[config.mk]
export PLATFORM = sky130hd
export DESIGN_NAME = mac_seq_ctrl
export DESIGN_NICKNAME = d
export VERILOG_FILES = /design/src/rtl/mlp_pkg.sv /design/src/rtl/mac_seq_sat.sv /design/src/rtl/mac_seq_ctrl.sv
export SDC_FILE = /design/constraint.sdc
export NUM_CORES = 1
export LEC_CHECK = 0
export CAP_MARGIN = 20
export CORE_ASPECT_RATIO = 0.6
export CORE_MARGIN = 3
export CORE_UTILIZATION = 30
export CTS_CLUSTER_DIAMETER = 100
export DETAILED_ROUTE_END_ITERATION = 8
export GPL_TIMING_DRIVEN = 0
export HOLD_SLACK_MARGIN = 0.06
export PLACE_DENSITY = 0.64
export SYNTH_ARGS = -nofsm -noshare
export SYNTH_HDL_FRONTEND = slang
export SYNTH_SLANG_ARGS = --single-unit
[constraint.sdc]
create_clock -name clk -period 1.4 [get_ports clk]
set_input_delay 0.28 -clock clk [delete_from_list [all_inputs] [get_ports clk]]
set_output_delay 0.28 -clock clk [all_outputs]
set_load 0.02 [all_outputs]
[src/rtl/mlp_pkg.sv]
// Shared constants, state encoding and rescale/saturate helper for the
// time-multiplexed neuron sequencer.
package mlp_pkg;

    localparam int QM_D = 12;
    localparam int QN_D = 20;
    localparam int WM_D = 6;
    localparam int WN_D = 10;
    localparam int G_D  = 2;

    localparam int SAT_W = 128;

    typedef enum logic [1:0] {
        IDLE,
        RUN,
        DONE
    } state_e;

    function automatic int acc_width(input int qm, input int qn,
                                     input int wm, input int wn,
                                     input int g);
        return qm + qn + wm + wn + g;
    endfunction

    // Works on a wide sign-extended copy so any ACC_W/OUT_W pair fits.
    function automatic logic signed [SAT_W-1:0] sat_shift(
        input logic signed [SAT_W-1:0] a,
        input int                      wn,
        input int                      out_w
    );
        logic signed [SAT_W-1:0] one;
        logic signed [SAT_W-1:0] s;
        logic signed [SAT_W-1:0] mx;
        logic signed [SAT_W-1:0] mn;
        one = 1;
        s   = a >>> wn;
        mx  = (one <<< (out_w - 1)) - one;
        mn  = ~mx;
        if (s > mx)
            return mx;
        else if (s < mn)
            return mn;
        return s;
    endfunction

endpackage

[src/rtl/mac_seq_sat.sv]
// Combinational rescale + saturate of the accumulator sum.
// Define MAC_SEQ_RELU_EN to clamp negative results to zero.
module mac_seq_sat
    import mlp_pkg::*;
#(
    parameter int ACC_W = 50,
    parameter int OUT_W = 32,
    parameter int WN    = 10
) (
    input  logic signed [ACC_W-1:0] acc_i,
    output logic signed [OUT_W-1:0] res_o
);

    logic signed [SAT_W-1:0] ext;
    logic signed [SAT_W-1:0] sat;
    logic                    unused_hi;

    assign ext       = {{(SAT_W-ACC_W){acc_i[ACC_W-1]}}, acc_i};
    assign sat       = sat_shift(ext, WN, OUT_W);
    assign unused_hi = ^sat[SAT_W-1:OUT_W];

    always_comb begin
        res_o = sat[OUT_W-1:0];
`ifdef MAC_SEQ_RELU_EN
        if (res_o[OUT_W-1])
            res_o = '0;
`else
        res_o = res_o;
`endif
    end

endmodule

[src/rtl/mac_seq_ctrl.sv]
// Sequencer for one time-multiplexed neuron: reads, accumulates, rescales.
// Optional ReLU on the result via MAC_SEQ_RELU_EN (see mac_seq_sat).
module mac_seq_ctrl
    import mlp_pkg::*;
#(
    parameter  int N_IN  = 4,
    parameter  int QM    = QM_D,
    parameter  int QN    = QN_D,
    parameter  int WM    = WM_D,
    parameter  int WN    = WN_D,
    parameter  int G     = G_D,
    localparam int ACC_W = acc_width(QM, QN, WM, WN, G),
    localparam int OUT_W = QM + QN,
    localparam int AW    = (N_IN > 1) ? $clog2(N_IN) : 1
) (
    input  logic                    clk,
    input  logic                    rst_n,
    input  logic                    start_valid,
    output logic                    start_ready,
    input  logic                    abort,
    output logic                    rd_en,
    output logic [AW-1:0]           rd_addr,
    input  logic signed [ACC_W-1:0] mac_out,
    output logic signed [ACC_W-1:0] acc,
    output logic                    result_valid,
    input  logic                    result_ready,
    output logic signed [OUT_W-1:0] result_data,
    output logic                    busy
);

    localparam logic [AW-1:0] LAST = AW'(N_IN - 1);

    state_e                  state_q, state_d;
    logic                    rd_en_q, acc_en_q, rv_q;
    logic [AW-1:0]           addr_q;
    logic signed [ACC_W-1:0] acc_q;
    logic signed [OUT_W-1:0] res_q, sat_res;
    logic                    start_acc, res_hs, last_acc;

    mac_seq_sat #(
        .ACC_W (ACC_W),
        .OUT_W (OUT_W),
        .WN    (WN)
    ) u_sat (
        .acc_i (mac_out),
        .res_o (sat_res)
    );

    always_comb begin
        start_ready = (state_q == IDLE) ||
                      (state_q == DONE && result_ready);
        busy        = (state_q != IDLE);
    end

    assign start_acc = start_valid && start_ready && !abort;
    assign res_hs    = rv_q && result_ready;
    assign last_acc  = (state_q == RUN) && acc_en_q && !rd_en_q;

    always_ff @(posedge clk or negedge rst_n) begin
        if (!rst_n)
            state_q <= IDLE;
        else
            state_q <= state_d;
    end

    always_comb begin
        state_d = state_q;
        unique case (state_q)
            IDLE: if (start_acc) state_d = RUN;
            RUN:  if (last_acc) state_d = DONE;
            DONE: begin
                if (start_acc)
                    state_d = RUN;
                else if (result_ready)
                    state_d = IDLE;
            end
            default: state_d = IDLE;
        endcase
        if (abort)
            state_d = IDLE;
    end

    // Read strobe leads the accumulate by one cycle (buffer read latency).
    always_ff @(posedge clk or negedge rst_n) begin
        if (!rst_n) begin
            acc_q    <= '0;
            rd_en_q  <= 1'b0;
            acc_en_q <= 1'b0;
            addr_q   <= '0;
            rv_q     <= 1'b0;
            res_q    <= '0;
        end else if (abort) begin
            acc_q    <= '0;
            rd_en_q  <= 1'b0;
            acc_en_q <= 1'b0;
            rv_q     <= 1'b0;
        end else begin
            acc_en_q <= rd_en_q;
            if (start_acc) begin
                acc_q   <= '0;
                rd_en_q <= 1'b1;
                addr_q  <= '0;
            end else begin
                if (acc_en_q)
                    acc_q <= mac_out;
                if (rd_en_q) begin
                    if (addr_q == LAST)
                        rd_en_q <= 1'b0;
                    else
                        addr_q <= addr_q + AW'(1);
                end
            end
            if (last_acc) begin
                rv_q  <= 1'b1;
                res_q <= sat_res;
            end else if (res_hs) begin
                rv_q <= 1'b0;
            end
        end
    end

    assign rd_en        = rd_en_q;
    assign rd_addr      = addr_q;
    assign acc          = acc_q;
    assign result_valid = rv_q;
    assign result_data  = res_q;

endmodule

==> results.toml, run 1 <==
[run_status]
outcome = "finished with violations"
failed_checks = "negative setup slack"

[pwr]
p_leak_nw = 2.824
vdd_drop_max_uv = 553.2
power_density_nw_per_um2 = 1263
power_frac_clock_pct = 33.0
p_sw_mw = 2.241
power_frac_seq_pct = 41.3
p_int_mw = 5.295
power.total_mw = 7.537
swShare_pct = 29.74
combPwrFrac_pct = 25.8

[routing]
wl_um = 10870
wl_per_cell_um = 16.18
final_antenna_net_count = 0
drt_iter0_drc = 64
drcViolationCount = 0
drt_pass1_iterations = 4
viasPerCell = 4.536
vias = 3048

[timing]
worstMarginPinSlew_ns = 0.6498
rsz0062_at_grt = "yes"
setup_viol = 33
maxSlewViolCount = 0
max_freq_mhz = 653.4
post-route-period-util_pct = 109.3
tns_ns = -2.041
hold_viol_final = 0
slew_headroom_pct = 56.68
setup_slack_ns = -0.1304
period_needed_ns = 1.530
finClkSkew_ns = 0.006694

[final_layout]
fin_nets = 565
antenna_cells = 0
area_growth_pct = 59.44
fin_area_um2 = 5967
layout-drive-gt1-share_pct = 19.14
fillers = 1124

[clock_network]
cts.root.buffer_cell = "clkbuf_16"
cts.sinks = 89
numCtsBuffers = 9
cts_max_path_buffers = 2
htreeDepth = 3
cts.reportedPaths.clkPinSlew_ns = 0.06
cts_tree = "done"
insertion_delay_ns = 0.33

[worst_setup_path]
worstSetupStartpointType = "register"
worst-path-buf-inv = 2
crit_family = "flip-flops"
cp_cell_sequence = "buf_4, or2_4, buf_6"
r2r_cells = 6
cp.required_ns = 1.12
endpoint_kind = "primary output"
slowest_delay_ns = 0.41
cpMaxStageDelayCell = "dfrtp_1"
critical_path_class = "reg -> out"
cp.arrival_ns = 1.25
crit_cells = 3
crit_fanout = 4

[global_route]
grt_pass1_vias = 3153
busiest_layer = "met1"
grt_overflow = 0
use_met3_pct = 5.917
gr-usage-met2_pct = 22.39
grt_pass1_wl_um = 17580
antenna_found_initial = 0
use_met1_pct = 23.82
grt.total_usage_pct = 16.05
grt_max_degree = 48

[floorplan]
die_h_um = 92.52
die_x_um = 150.2
fp.coreArea_um2 = 11710
start_util_pct = 31.96
io_pins = 143
rows = 30
dieArea_um2 = 13890

[synth]
yosys_warnings = 0
yosysSeqAreaShare_pct = 59.51
synth_cell_types = 26
synth_nets = 392
ys_ff_latch = 89
avgSynthCellArea_um2 = 11.14
synth.top_cell.area_share_pct = 59.51
syn-instance-count = 336
synth_area_um2 = 3742
synth_area_leaders = "dfrtp_1 60%, mux2i_1 13%, nor2_1 8.4%"
synth.largest_area_cell = "dfrtp_1"

[placed_design]
place_congestion = 0.7928
placed_area_um2 = 5379
dp_hpwl_um = 7620
dp_slack_ns = -0.6220
port_buffers = 141

[hold_path]
hp-class = "in -> reg"
whs_path_depth = 2

[flow_run]
cap_violations = 0
==> cells in the mapped netlist (all sizes together) <==
master   count
nor4         2
a21oi       35
a31o         1
nor3         1
mux2         2
dfrtp       89
nand3        1
or2          1
a21o         1
inv          3
buf         22
nor2        85
a211o        1
nand4        2
mux2i       50
ha           1
nand4bb      1
nand2b       3
nand2       32
o21ai        1
a22o         1
nor2b        1
==> metrics by stage <==
step	instances	utilization (%)	hold WS, ns
floorplan	336	-	-0.01559
global placement	637	45.72	0.4997
detailed placement	638	45.93	0.3439
CTS	671	50.76	0.2449
global route	672	50.95	0.2659
finish	672	50.95	0.2628
==> power by group through the flow <==
| stage | registers [mW] | logic [mW] | clock network [mW] |
|---|---|---|---|
| 2_1_floorplan | 3.57 | 0.552 | 0 |
| 3_3_place_gp | 3.16 | 2.04 | 0 |
| 3_5_place_dp | 3.18 | 2.07 | 0 |
| 4_1_cts | 3.12 | 1.91 | 2.55 |
| 5_1_grt | 3.16 | 2.10 | 2.63 |
| 6_report | 3.11 | 1.94 | 2.48 |
==> cell families after synthesis <==
logic type	Yosys count	synth area share, %
and+or+nand+nor	129	14.74
DFF	89	59.51
muxes	52	13.98
AOI/OAI and AO/OA	40	6.720
buffers and inverters	25	4.714
adders and majority gates	1	0.3343
==> area by class of cell <==
type | instances | area (µm²) | share of cell area, %
Sequential cell | 89 | 2227 | 37.32
Timing Repair Buffer | 164 | 1590 | 26.65
Multi-Input combinational cell | 222 | 1446 | 24.24
Clock buffer | 10 | 229.0 | 3.837
Tap cell | 160 | 200.2 | 3.355
Buffer | 20 | 192.7 | 3.229
Clock inverter | 4 | 70.07 | 1.174
Inverter | 3 | 11.26 | 0.1887
==> worst paths after layout <==
path	slack (ns)	start	end
min in group asynchronous	0.51	rst_n	acc[33]
setup / recovery	-0.13	state_q[1]	busy
setup reg to reg	-0.08	state_q[1]	result_data[26]
hold reg to reg	0.51	result_data[3]	result_data[3]
max in group asynchronous	0.25	rst_n	state_q[0]
hold / removal	0.26	abort	result_valid
==> layer usage <==
layer,vias to the layer above,wire length (µm),share of wire [%]
met2,109,4480,41
met1,1470,5361,49
li1,1457,-,-
met3,12,947,8.7
met4,0,81,0.75
met5,-,0,0
==> flip-flops by register name, summed over array words and instances (netlist names) <==
| register | count |
|---|---|
| rd_en | 1 |
| result_data | 32 |
| state_q | 2 |
| result_valid | 1 |
| rd_addr | 2 |
| acc_en_q | 1 |
| acc | 50 |
==> repair_timing <==
item,CTS,global route
setup endpoints to repair,121,36
resized for setup,146,16
hold buffers,1,0
gates cloned,5,0
pin swaps,6,5
hold endpoints to repair,46,0
buffers inserted,14,4
==> worst register-to-register path, cell delays in order, from the launching register on <==
cell	delay, ns
dfrtp_1	0.41
nand4bb_4	0.25
buf_6	0.14
nor3_4	0.19
buf_12	0.18
buf_8	0.12
a21oi_1	0.07
==> placed cells by master, fill, tap and decap left out, types with 3 or more instances in the layout <==
cell type	count
clkdlybuf4s50_1	44
nand2b_1	3
buf_6	16
a21oi_2	27
dfrtp_1	89
mux2i_1	50
buf_12	5
buf_2	9
inv_1	3
buf_8	4
buf_4	9
nand2_1	32
clkbuf_16	9
a21oi_1	8
nor2_1	83
dlygate4sd2_1	91
Note: power is estimated with default switching activity, not from simulation.
==> run 2: changes to the inputs <==
- GPL_ROUTABILITY_DRIVEN: default -> 0
==> results of run 2 <==
The final DEF is identical to that of run 1; final timing and power are the same.
